==> config.mk <==
export PLATFORM = sky130hd
export DESIGN_NAME = sram_amm_arbiter
export DESIGN_NICKNAME = d
export VERILOG_FILES = /design/src/rtl/sram_arb_pkg.sv /design/src/rtl/sram_arb_id_fifo.sv /design/src/rtl/sram_amm_arbiter.sv
export SDC_FILE = /design/constraint.sdc
export NUM_CORES = 1
export LEC_CHECK = 0
export BUFFER_PORTS_ARGS = -buffer_cell sky130_fd_sc_hd__buf_2
export CAP_MARGIN = 20
export CORE_MARGIN = 2
export CORE_UTILIZATION = 33
export DETAILED_ROUTE_END_ITERATION = 10
export PLACE_DENSITY = 0.77
export SLEW_MARGIN = 10
export SYNTH_ARGS = -nofsm -noshare
export SYNTH_HDL_FRONTEND = slang
export SYNTH_SLANG_ARGS = --single-unit
==> constraint.sdc <==
create_clock -name clk_i -period 3.5 [get_ports clk_i]
set_input_delay 0.7 -clock clk_i [delete_from_list [all_inputs] [get_ports clk_i]]
set_output_delay 0.7 -clock clk_i [all_outputs]
set_load 0.005 [all_outputs]
==> src/rtl/sram_arb_pkg.sv <==
// Shared types and the round-robin winner search for the SRAM Avalon-MM arbiter.
package sram_arb_pkg;

    localparam int MAX_MASTERS = 8;
    localparam int MAX_ID_W    = 3;

    typedef enum logic {
        IDLE   = 1'b0,
        LOCKED = 1'b1
    } arb_state_t;

    typedef struct packed {
        logic                valid;
        logic [MAX_ID_W-1:0] idx;
    } rr_pick_t;

    // First requester found when scanning n masters upward from ptr, wrapping at n.
    function automatic rr_pick_t rr_pick(
        input logic [MAX_MASTERS-1:0] req,
        input logic [MAX_ID_W-1:0]    ptr,
        input int                     n
    );
        rr_pick_t pick;
        int       cand;
        pick = '0;
        for (int i = 0; i < MAX_MASTERS; i++) begin
            cand = (int'(ptr) + i) % n;
            if (i < n && !pick.valid && req[cand]) begin
                pick.valid = 1'b1;
                pick.idx   = cand[MAX_ID_W-1:0];
            end
        end
        return pick;
    endfunction

endpackage

==> src/rtl/sram_arb_id_fifo.sv <==
// In-order FIFO of master IDs for reads issued but not yet answered.
// DEPTH must be a power of two so the pointers wrap naturally.
module sram_arb_id_fifo
    import sram_arb_pkg::*;
#(
    parameter int WIDTH = 1,
    parameter int DEPTH = 4
) (
    input  logic             i_clk,
    input  logic             i_rst,
    input  logic             i_push,
    input  logic             i_pop,
    input  logic [WIDTH-1:0] i_data,
    output logic [WIDTH-1:0] o_head,
    output logic             o_full,
    output logic             o_empty
);

    localparam int PTR_W = $clog2(DEPTH);
    localparam int CNT_W = PTR_W + 1;

    logic [WIDTH-1:0] r_mem [DEPTH];
    logic [PTR_W-1:0] r_wr_ptr;
    logic [PTR_W-1:0] r_rd_ptr;
    logic [CNT_W-1:0] r_count;
    logic [CNT_W-1:0] w_count_next;
    logic             r_full;
    logic             r_empty;
    logic             w_push;
    logic             w_pop;

    // Full is a registered flag, so a pop cannot free a slot for a push in the same cycle.
    assign w_push = i_push & ~r_full;
    assign w_pop  = i_pop & ~r_empty;

    always_comb begin
        // NOTE: default assigned first so every path drives the signal and no latch is inferred.
        w_count_next = r_count;
        case ({w_push, w_pop})
            2'b10:   w_count_next = r_count + 1'b1;
            2'b01:   w_count_next = r_count - 1'b1;
            default: w_count_next = r_count;
        endcase
    end

    // NOTE: non-blocking assignments so every register samples pre-edge values.
    always_ff @(posedge i_clk) begin
        if (!i_rst) begin
            r_wr_ptr <= '0;
            r_rd_ptr <= '0;
            r_count  <= '0;
            r_full   <= 1'b0;
            r_empty  <= 1'b1;
        end else begin
            if (w_push) r_wr_ptr <= r_wr_ptr + 1'b1;
            if (w_pop)  r_rd_ptr <= r_rd_ptr + 1'b1;
            r_count <= w_count_next;
            r_full  <= (w_count_next == CNT_W'(DEPTH));
            r_empty <= (w_count_next == '0);
        end
    end

    // NOTE: storage is not reset; the count alone decides which entries are valid.
    always_ff @(posedge i_clk) begin
        if (w_push) r_mem[r_wr_ptr] <= i_data;
    end

    assign o_head  = r_mem[r_rd_ptr];
    assign o_full  = r_full;
    assign o_empty = r_empty;

endmodule

==> src/rtl/sram_amm_arbiter.sv <==
// Shares one Avalon-MM slave between MASTERS_CNT masters, one command per grant.
// Define SRAM_ARB_FIXED_PRIO_EN for fixed priority (lowest index wins) instead of round-robin.
module sram_amm_arbiter
    import sram_arb_pkg::*;
#(
    parameter int MASTERS_CNT = 2,
    parameter int ADDR_W      = 20,
    parameter int DATA_W      = 16,
    parameter int MAX_PENDING = 4
) (
    input  logic                               clk_i,
    input  logic                               rst_i,
    input  logic [MASTERS_CNT-1:0][ADDR_W-1:0] m_address_i,
    input  logic [MASTERS_CNT-1:0]             m_read_i,
    input  logic [MASTERS_CNT-1:0]             m_write_i,
    input  logic [MASTERS_CNT-1:0][DATA_W-1:0] m_writedata_i,
    output logic [MASTERS_CNT-1:0]             m_waitrequest_o,
    output logic [MASTERS_CNT-1:0]             m_readdatavalid_o,
    output logic [DATA_W-1:0]                  m_readdata_o,
    output logic [ADDR_W-1:0]                  s_address_o,
    output logic                               s_read_o,
    output logic                               s_write_o,
    output logic [DATA_W-1:0]                  s_writedata_o,
    input  logic                               s_waitrequest_i,
    input  logic                               s_readdatavalid_i,
    input  logic [DATA_W-1:0]                  s_readdata_i
);

    localparam int ID_W = $clog2(MASTERS_CNT);

    arb_state_t                r_state;
    arb_state_t                w_state_next;
    logic [ID_W-1:0]           r_grant_id;
    logic [ID_W-1:0]           w_grant_id;
    logic                      w_grant_valid;
    logic [MASTERS_CNT-1:0]    w_req;
    logic [MAX_MASTERS-1:0]    w_req_ext;
    logic [MAX_ID_W-1:0]       w_ptr_ext;
    rr_pick_t                  w_pick;
    logic                      w_is_read;
    logic                      w_is_write;
    logic                      w_throttle;
    logic                      w_accept;
    logic                      w_fifo_push;
    logic                      w_fifo_full;
    logic                      w_fifo_empty;
    logic [ID_W-1:0]           w_head;

    assign w_req     = m_read_i | m_write_i;
    assign w_req_ext = MAX_MASTERS'(w_req);

`ifdef SRAM_ARB_FIXED_PRIO_EN
    assign w_ptr_ext = '0;
`else
    logic [ID_W-1:0] r_rr_ptr;
    logic [ID_W-1:0] w_rr_next;

    assign w_ptr_ext = MAX_ID_W'(r_rr_ptr);
    assign w_rr_next = (w_grant_id == ID_W'(MASTERS_CNT - 1)) ? '0 : w_grant_id + 1'b1;

    always_ff @(posedge clk_i) begin
        if (!rst_i) begin
            r_rr_ptr <= '0;
        end else if (w_accept) begin
            r_rr_ptr <= w_rr_next;
        end
    end
`endif

    assign w_pick = rr_pick(w_req_ext, w_ptr_ext, MASTERS_CNT);

    always_ff @(posedge clk_i) begin
        if (!rst_i) begin
            r_state    <= IDLE;
            r_grant_id <= '0;
        end else begin
            r_state <= w_state_next;
            if (r_state == IDLE && w_state_next == LOCKED) r_grant_id <= w_grant_id;
        end
    end

    always_comb begin
        w_state_next    = r_state;
        w_grant_valid   = 1'b0;
        w_grant_id      = '0;
        s_read_o        = 1'b0;
        s_write_o       = 1'b0;
        m_waitrequest_o = '1;

        case (r_state)
            IDLE: begin
                w_grant_valid = w_pick.valid;
                w_grant_id    = ID_W'(w_pick.idx);
            end
            LOCKED: begin
                // A master stalled by waitrequest keeps its command, so the grant stays put.
                w_grant_valid = w_req[r_grant_id];
                w_grant_id    = r_grant_id;
            end
            default: ;
        endcase

        // Read wins if a master illegally raises both strobes.
        w_is_read  = w_grant_valid & m_read_i[w_grant_id];
        w_is_write = w_grant_valid & ~m_read_i[w_grant_id] & m_write_i[w_grant_id];
        w_throttle = w_is_read & w_fifo_full;

        s_address_o   = m_address_i[w_grant_id];
        s_writedata_o = m_writedata_i[w_grant_id];

        if (rst_i) begin
            s_read_o  = w_is_read & ~w_throttle;
            s_write_o = w_is_write;
            if (w_grant_valid) m_waitrequest_o[w_grant_id] = s_waitrequest_i | w_throttle;
        end

        w_accept = (s_read_o | s_write_o) & ~s_waitrequest_i;

        case (r_state)
            IDLE:    if (w_grant_valid && !w_accept) w_state_next = LOCKED;
            LOCKED:  if (w_accept || !w_grant_valid) w_state_next = IDLE;
            default: w_state_next = IDLE;
        endcase
    end

    assign w_fifo_push = s_read_o & ~s_waitrequest_i;

    sram_arb_id_fifo #(
        .WIDTH (ID_W),
        .DEPTH (MAX_PENDING)
    ) u_id_fifo (
        .i_clk   (clk_i),
        .i_rst   (rst_i),
        .i_push  (w_fifo_push),
        .i_pop   (s_readdatavalid_i),
        .i_data  (w_grant_id),
        .o_head  (w_head),
        .o_full  (w_fifo_full),
        .o_empty (w_fifo_empty)
    );

    // Read data returns in issue order; an unexpected valid with nothing pending is dropped.
    always_comb begin
        m_readdatavalid_o = '0;
        if (rst_i && s_readdatavalid_i && !w_fifo_empty) m_readdatavalid_o[w_head] = 1'b1;
    end

    assign m_readdata_o = s_readdata_i;

`ifndef SYNTHESIS
    a_rdv_without_pending_read : assert property (
        @(posedge clk_i) disable iff (!rst_i) !(s_readdatavalid_i && w_fifo_empty)
    );
`endif

endmodule

After elaboration in Yosys (flattened, before gate mapping)
Memories as Yosys holds them, arrays and structs flattened. A register that Yosys moved wholly into a read port is not among the register bits.
Cells that the tools add are included.
Word-level totals
  register bits after elaboration: 12
  bits in writable memories: 4
  input bits: 96
  output and inout port bits: 58
  logic and storage cells: 96
  memories: 1
Cells by class
  add/sub/neg operators: 6
  magnitude comparators: 7
  eq/ne operators: 3
  mux-type cells: 37
  bitwise logic cells: 21
  reductions and logical operators: 13
Memories
  u_id_fifo.r_mem: depth 4, bits a word 1, rd ports 1, clocked after Yosys merged registers in 1, write ports 1, RTL line sram_arb_id_fifo.sv:22  | logic [WIDTH-1:0] r_mem [DEPTH];
Operators by type and width (count)
  20-bit 2-to-1 mux: 2
  16-bit 2-to-1 mux: 2
  1-bit 2-to-1 mux: 19
  2-bit 2-to-1 mux: 5
  1-bit AND: 9
  4-bit 2-to-1 mux: 2
  1-bit logical AND: 7
  1-bit by 2-bit < comparator with 1-bit output, second input constant: 3
  1-bit inverter: 6
  1-bit one-hot mux with 2 select lines: 3
  3-bit one-hot mux with 2 select lines: 1
  2-bit by 5-bit < comparator with 1-bit output, second input constant: 1
  2-bit by 1-bit adder with 2-bit output, second input constant: 2
  1-bit logical NOT: 4
  1-bit by 4-bit < comparator with 1-bit output, second input constant: 1
  2-bit bitwise OR: 2
  3-bit by 1-bit adder with 3-bit output, second input constant: 1
  3-bit equality test, second input constant: 1
  3-bit logical NOT: 1
  3-bit by 1-bit subtractor with 3-bit output, second input constant: 1
  1-bit adder, second input constant: 2
  1-bit binary-select mux with 2-bit select: 1
  1-bit demux with 1-bit select: 2
  2-bit by 1-bit equality test with 1-bit output, second input constant: 1
  6 further kinds: 8

Depth between registers and ports, before layout
  depth in word-level cells: 22
  mapped depth: 14
  mapped depth without buffers: 12

Modules after synthesis
Synthesis repeated with hierarchy kept, for this count alone.
Unflattened totals
  cells, all modules: 157
  area, all modules: 1565.3 µm²
Modules (own cells, without submodules)
  sram_amm_arbiter: times used 1, cells each 98, area an instance 867.1 µm², sequential area each 60.1 µm²
  sram_arb_id_fifo: times used 1, cells each 59, area an instance 698.2 µm², sequential area each 340.3 µm²

Worst setup path after synthesis
Ideal clock, no wire load.
  path type: input -> register
  start point: in m_read_i[0]
  end point: reg u_id_fifo.r_full (netlist: u_id_fifo.o_full)
  setup time: 65 ps
  arrival: 3228 ps
  data required time: 3435 ps
  path slack: 207 ps
  stages: 13
  buffers on the path: 1
  cells stage by stage: or4b_1 -> o311ai_2 -> nor3_2 -> and3_1 -> buf_6 -> inv_1 -> ha_1 -> inv_1 -> fa_1 -> xor2_1 -> or3_1 -> a21boi_0 -> nor2b_1
Between the ends
  longest elaborated chain between the ends: 20
  elaborated cells on any way between the ends: 27
  classes of those cells: eq/ne: 3; mux: 15; bitwise: 7; reduce/logical: 2
Ends and longest elaborated chain
  start, declared: RTL line sram_amm_arbiter.sv:14  | input logic [MASTERS_CNT-1:0] m_read_i,
  2-bit bitwise OR: RTL line sram_amm_arbiter.sv:49  | assign w_req = m_read_i | m_write_i;
  1-bit 2-to-1 mux (implied by the code) (2 in a row): RTL line sram_arb_pkg.sv:28  | if (i < n && !pick.valid && req[cand]) begin
  4-bit 2-to-1 mux: RTL line sram_arb_pkg.sv:28
  1-bit logical NOT: RTL line sram_arb_pkg.sv:28
  1-bit logical AND: RTL line sram_arb_pkg.sv:28
  4-bit 2-to-1 mux: RTL line sram_arb_pkg.sv:28
  1-bit one-hot mux with 2 select lines: RTL line sram_amm_arbiter.sv:90  | case (r_state)
  1-bit 2-to-1 mux (implied by the code) (2 in a row): RTL line sram_amm_arbiter.sv:104  | w_is_read = w_grant_valid & m_read_i[w_grant_id];
  [... 2 more ...]
  1-bit inverter: RTL line sram_amm_arbiter.sv:112  | s_read_o = w_is_read & ~w_throttle;
  1-bit AND *: RTL line sram_amm_arbiter.sv:112
  1-bit 2-to-1 mux *: RTL line sram_amm_arbiter.sv:111  | if (rst_i) begin
  1-bit AND *: RTL line sram_amm_arbiter.sv:126  | assign w_fifo_push = s_read_o & ~s_waitrequest_i;
  1-bit AND *: RTL line sram_arb_id_fifo.sv:33  | assign w_push = i_push & ~r_full;
  2-bit by 1-bit equality test with 1-bit output / 2-bit equality test (equally long branches): RTL line sram_arb_id_fifo.sv:39  | case ({w_push, w_pop})
  3-bit one-hot mux with 2 select lines *: RTL line sram_arb_id_fifo.sv:39
  3-bit equality test *: RTL line sram_arb_id_fifo.sv:58  | r_full <= (w_count_next == CNT_W'(DEPTH));
  end signal, assigned: RTL line sram_arb_id_fifo.sv:58
  end, declared: RTL line sram_arb_id_fifo.sv:27  | logic r_full;
Mark *: on every way between the ends. The rest lies on a longest branch, timed or not. The select of a mux whose other input is x is not followed.
A chain may end at the register's enable or synchronous reset.

Worst setup path after layout
Ends and elaborated chain as after synthesis.

==> run summary <==
### Status
* outcome: finished, final reports clean

### Layout
* total inserted antenna cells: 0
* most common cell after layout, fill and taps aside: buf_2
* layout overhead on the synthesized area: 38.9%
* layout cells sized above 1: 63.2%
* commonest cells after routing, fill and taps aside: buf_2, mux2_2, dfxtp_1
* total number of nets in the final design: 372
* Post-Route Utilization: 48.6%
* Layout Cells excl Fill: 321

### Timing
* measured slew at the worst slew-check pin: 0.386 ns
* setup repair after global routing missed its margin: no
* Final Hold Fails: 0
* Final Slew Violations: 0
* min Tclk post-route: 3.16 ns
* Rel. slew slack: 74.2%
* total of endpoints with negative setup slack in the final report: 0
* total negative setup slack: 0 ns
* maximum clock frequency: 317 MHz
* fraction of the cycle the final worst path needs: 90.2%
* final clock skew: 0.00389 ns

### Synthesis
* post-synthesis register bit count: 18
* count of synthesis-stage warnings from yosys: 0
* Primary FF master, synth: dfxtp_1
* Cell variety after synth: 37
* share of async-settable or async-resettable flops after synthesis: 0%
* nets in the synthesized netlist: 265
* instance count of the mapped netlist: 163
* Seq/Total Area, Yosys: 25.7%
* EDFF count, synth: 4
* synthesized area divided by synthesized cell count: 9.55 µm²
* cell area after synthesis: 0.00156 mm²

### Global routing
* Remaining Overflow, GRT: 0
* Total GRT Usage: 14.0%
* pin count of the biggest net entering global routing: 45
* vias in the first global route: 1354
* antenna violations before repair: 0
* first-pass GRT wire length: 5.89 mm

### Placed design
* number of cells after detailed placement: 317
* half-perimeter wire length after detailed placement: 3.46 mm
* weighted congestion reported at the end of routability-driven placement: 0.932
* count of port buffers added during placement: 121

### Route
* # DRC: 0
* detailed-router iteration count before antenna repair: 4
* average vias per placed instance: 4.65
* final routed wirelength across all metal layers: 4.09 mm
* vias post-DR: 1493
* Initial DRC Count: 34
* routed len/inst: 12.8 µm
* Routed Antenna Nets: 0

### Setup path
* Max Fanout on Critical Path: 6
* CP delay by family, top: simple AND/OR/NAND/NOR gates
* longest individual stage delay on the worst path: 0.52 ns
* type of element launching the critical path: primary input
* arrival time worst endpoint: 3.34 ns
* cell with the most instances on the worst path: inv_1
* Crit-path slowest cell: or4b_1
* flop2flop setup slack: 0.48 ns
* CP Class: primary input to register
* Critical path buffers and inverters: 3
* logic depth of the worst register-to-register path: 12
* critical path data required time: 3.69 ns
* cell-by-cell trace of the critical path: buf_2, or4b_1, o311ai_2, nor3_2, and3_1, inv_1, ha_1, inv_1, fa_1, xor2_1, or3_1, a21boi_0, nor2b_1
* endpoint type of the worst setup path: register
* WP depth: 13

### Worst hold path
* number of cells on the worst hold path: 2
* path class of the lowest-slack min-delay path: register to register

### CTS
* TritonCTS clock tree: yes
* level count of the clock H-tree: 1
* number of sinks driven by the clock tree: 18
* Max Root-Sink Buffers: 2
* Clk Tree Root Cell: clkbuf_8
* number of buffers created by CTS: 3
* clock slew at the register clock pins of the worst setup and hold paths: 0.07 ns
* clock latency reported for the late side of the worst-skew pair: 0.25 ns
* number of buffers added for setup after CTS: 0
* Hold Buf Count CTS: 0
* Resized cells post-CTS: 0

### Flow run
* total of max-cap violations: 0

### Floorplanning
* Site Rows: 24
* core region area: 0.00444 mm²
* Die W: 72.7 µm
* starting density of the core: 35.0%
* count of boundary I/O pins: 154
* die outline area: 0.00528 mm²
* Die Span Y: 72.7 µm

### Pwr
* total power: 0.764 mW
* P_leak: 1.05 nW
* worst-case vdd ir drop: 0.181 mV
* Power Density: 353 mW/mm²

tightest hold or removal path, delay by kind of cell (launching register included):
family | cells | cell delay, ns
multiplexers | 1 | 0.05
AND/OR/NAND/NOR | 1 | 0.07
flip-flops | 1 | 0.35
area by class of cell:
| cell class | instances | area (µm²) |
|---|---|---|
| clock buffer | 4 | 55.1 |
| fill | 419 | 2280 |
| inverter | 8 | 30.0 |
| multi-input combinational | 114 | 963 |
| sequential | 18 | 400 |
| tap | 52 | 65.1 |
| timing repair buffer | 125 | 648 |
Yosys cell counts (2+ instances only):
cell      instances  share of area (%)
a21oi_1           5                1.6
a31oi_1           2               0.80
and2_1           10                4.0
and3_1            2               0.80
buf_2             4                1.3
buf_4            17                8.2
dfxtp_1          14                 18
edfxtp_1          4                7.7
ha_1              5                4.0
inv_1             8                1.9
mux2_2           36                 26
mux2i_1           4                2.6
nand2_1          12                2.9
nand2b_1          3                1.2
nor2_1            6                1.4
nor2b_1           3                1.2
o21ai_0           4                1.3
or3_1             2               0.80
xnor2_1           3                1.7
xor2_1            2                1.1
path summary, 6_finish.rpt:
kind	from	to
setup / recovery	m_read_i[0]	u_id_fifo.o_full
hold / removal	r_rr_ptr	r_rr_ptr
setup reg to reg	r_state	u_id_fifo.o_full
hold reg to reg	r_rr_ptr	r_rr_ptr
power breakdown:
| part | internal [mW] | switching (mW) | total (mW) |
|---|---|---|---|
| logic | 0.190 | 0.149 | 0.339 |
| clock network | 0.0997 | 0.0670 | 0.167 |
| registers | 0.240 | 0.0187 | 0.258 |
| total | 0.530 | 0.234 | 0.764 |
cell families (layout without fill, tap and decap cells):
kind of cell	count (synthesis)	after routing	share of synthesized area [%]
xor gates and xnor gates	5	5	2.81
buffers and inverters	31	137	12.4
adders and majority gates	6	6	5.31
muxes	41	41	30.1
AOI/OAI and AO/OA	19	19	8.84
and+or+nand+nor	43	43	14.9
DFF	18	18	25.7
stage by stage:
step	area [µm²]	worst slack, ns	hold WS, ns
3_3_place_gp	2110	0.140	0.512
3_5_place_dp	2110	0.0637	0.523
4_1_cts	2160	0.340	0.534
5_1_grt	2160	0.214	0.556
6_report	2160	0.344	0.523
2_1_floorplan	1560	0.207	0.475
per-layer routing:
metal / routed length [µm] / up-vias / GRT usage, %
li1: - / 762 / -
met1: 1540 / 657 / 15.9
met2: 2230 / 70 / 25.1
met3: 306 / 4 / 3.87
met4: 14 / 0 / 4.53
met5: 0 / - / 0
Note: power is estimated with default switching activity, not from simulation.
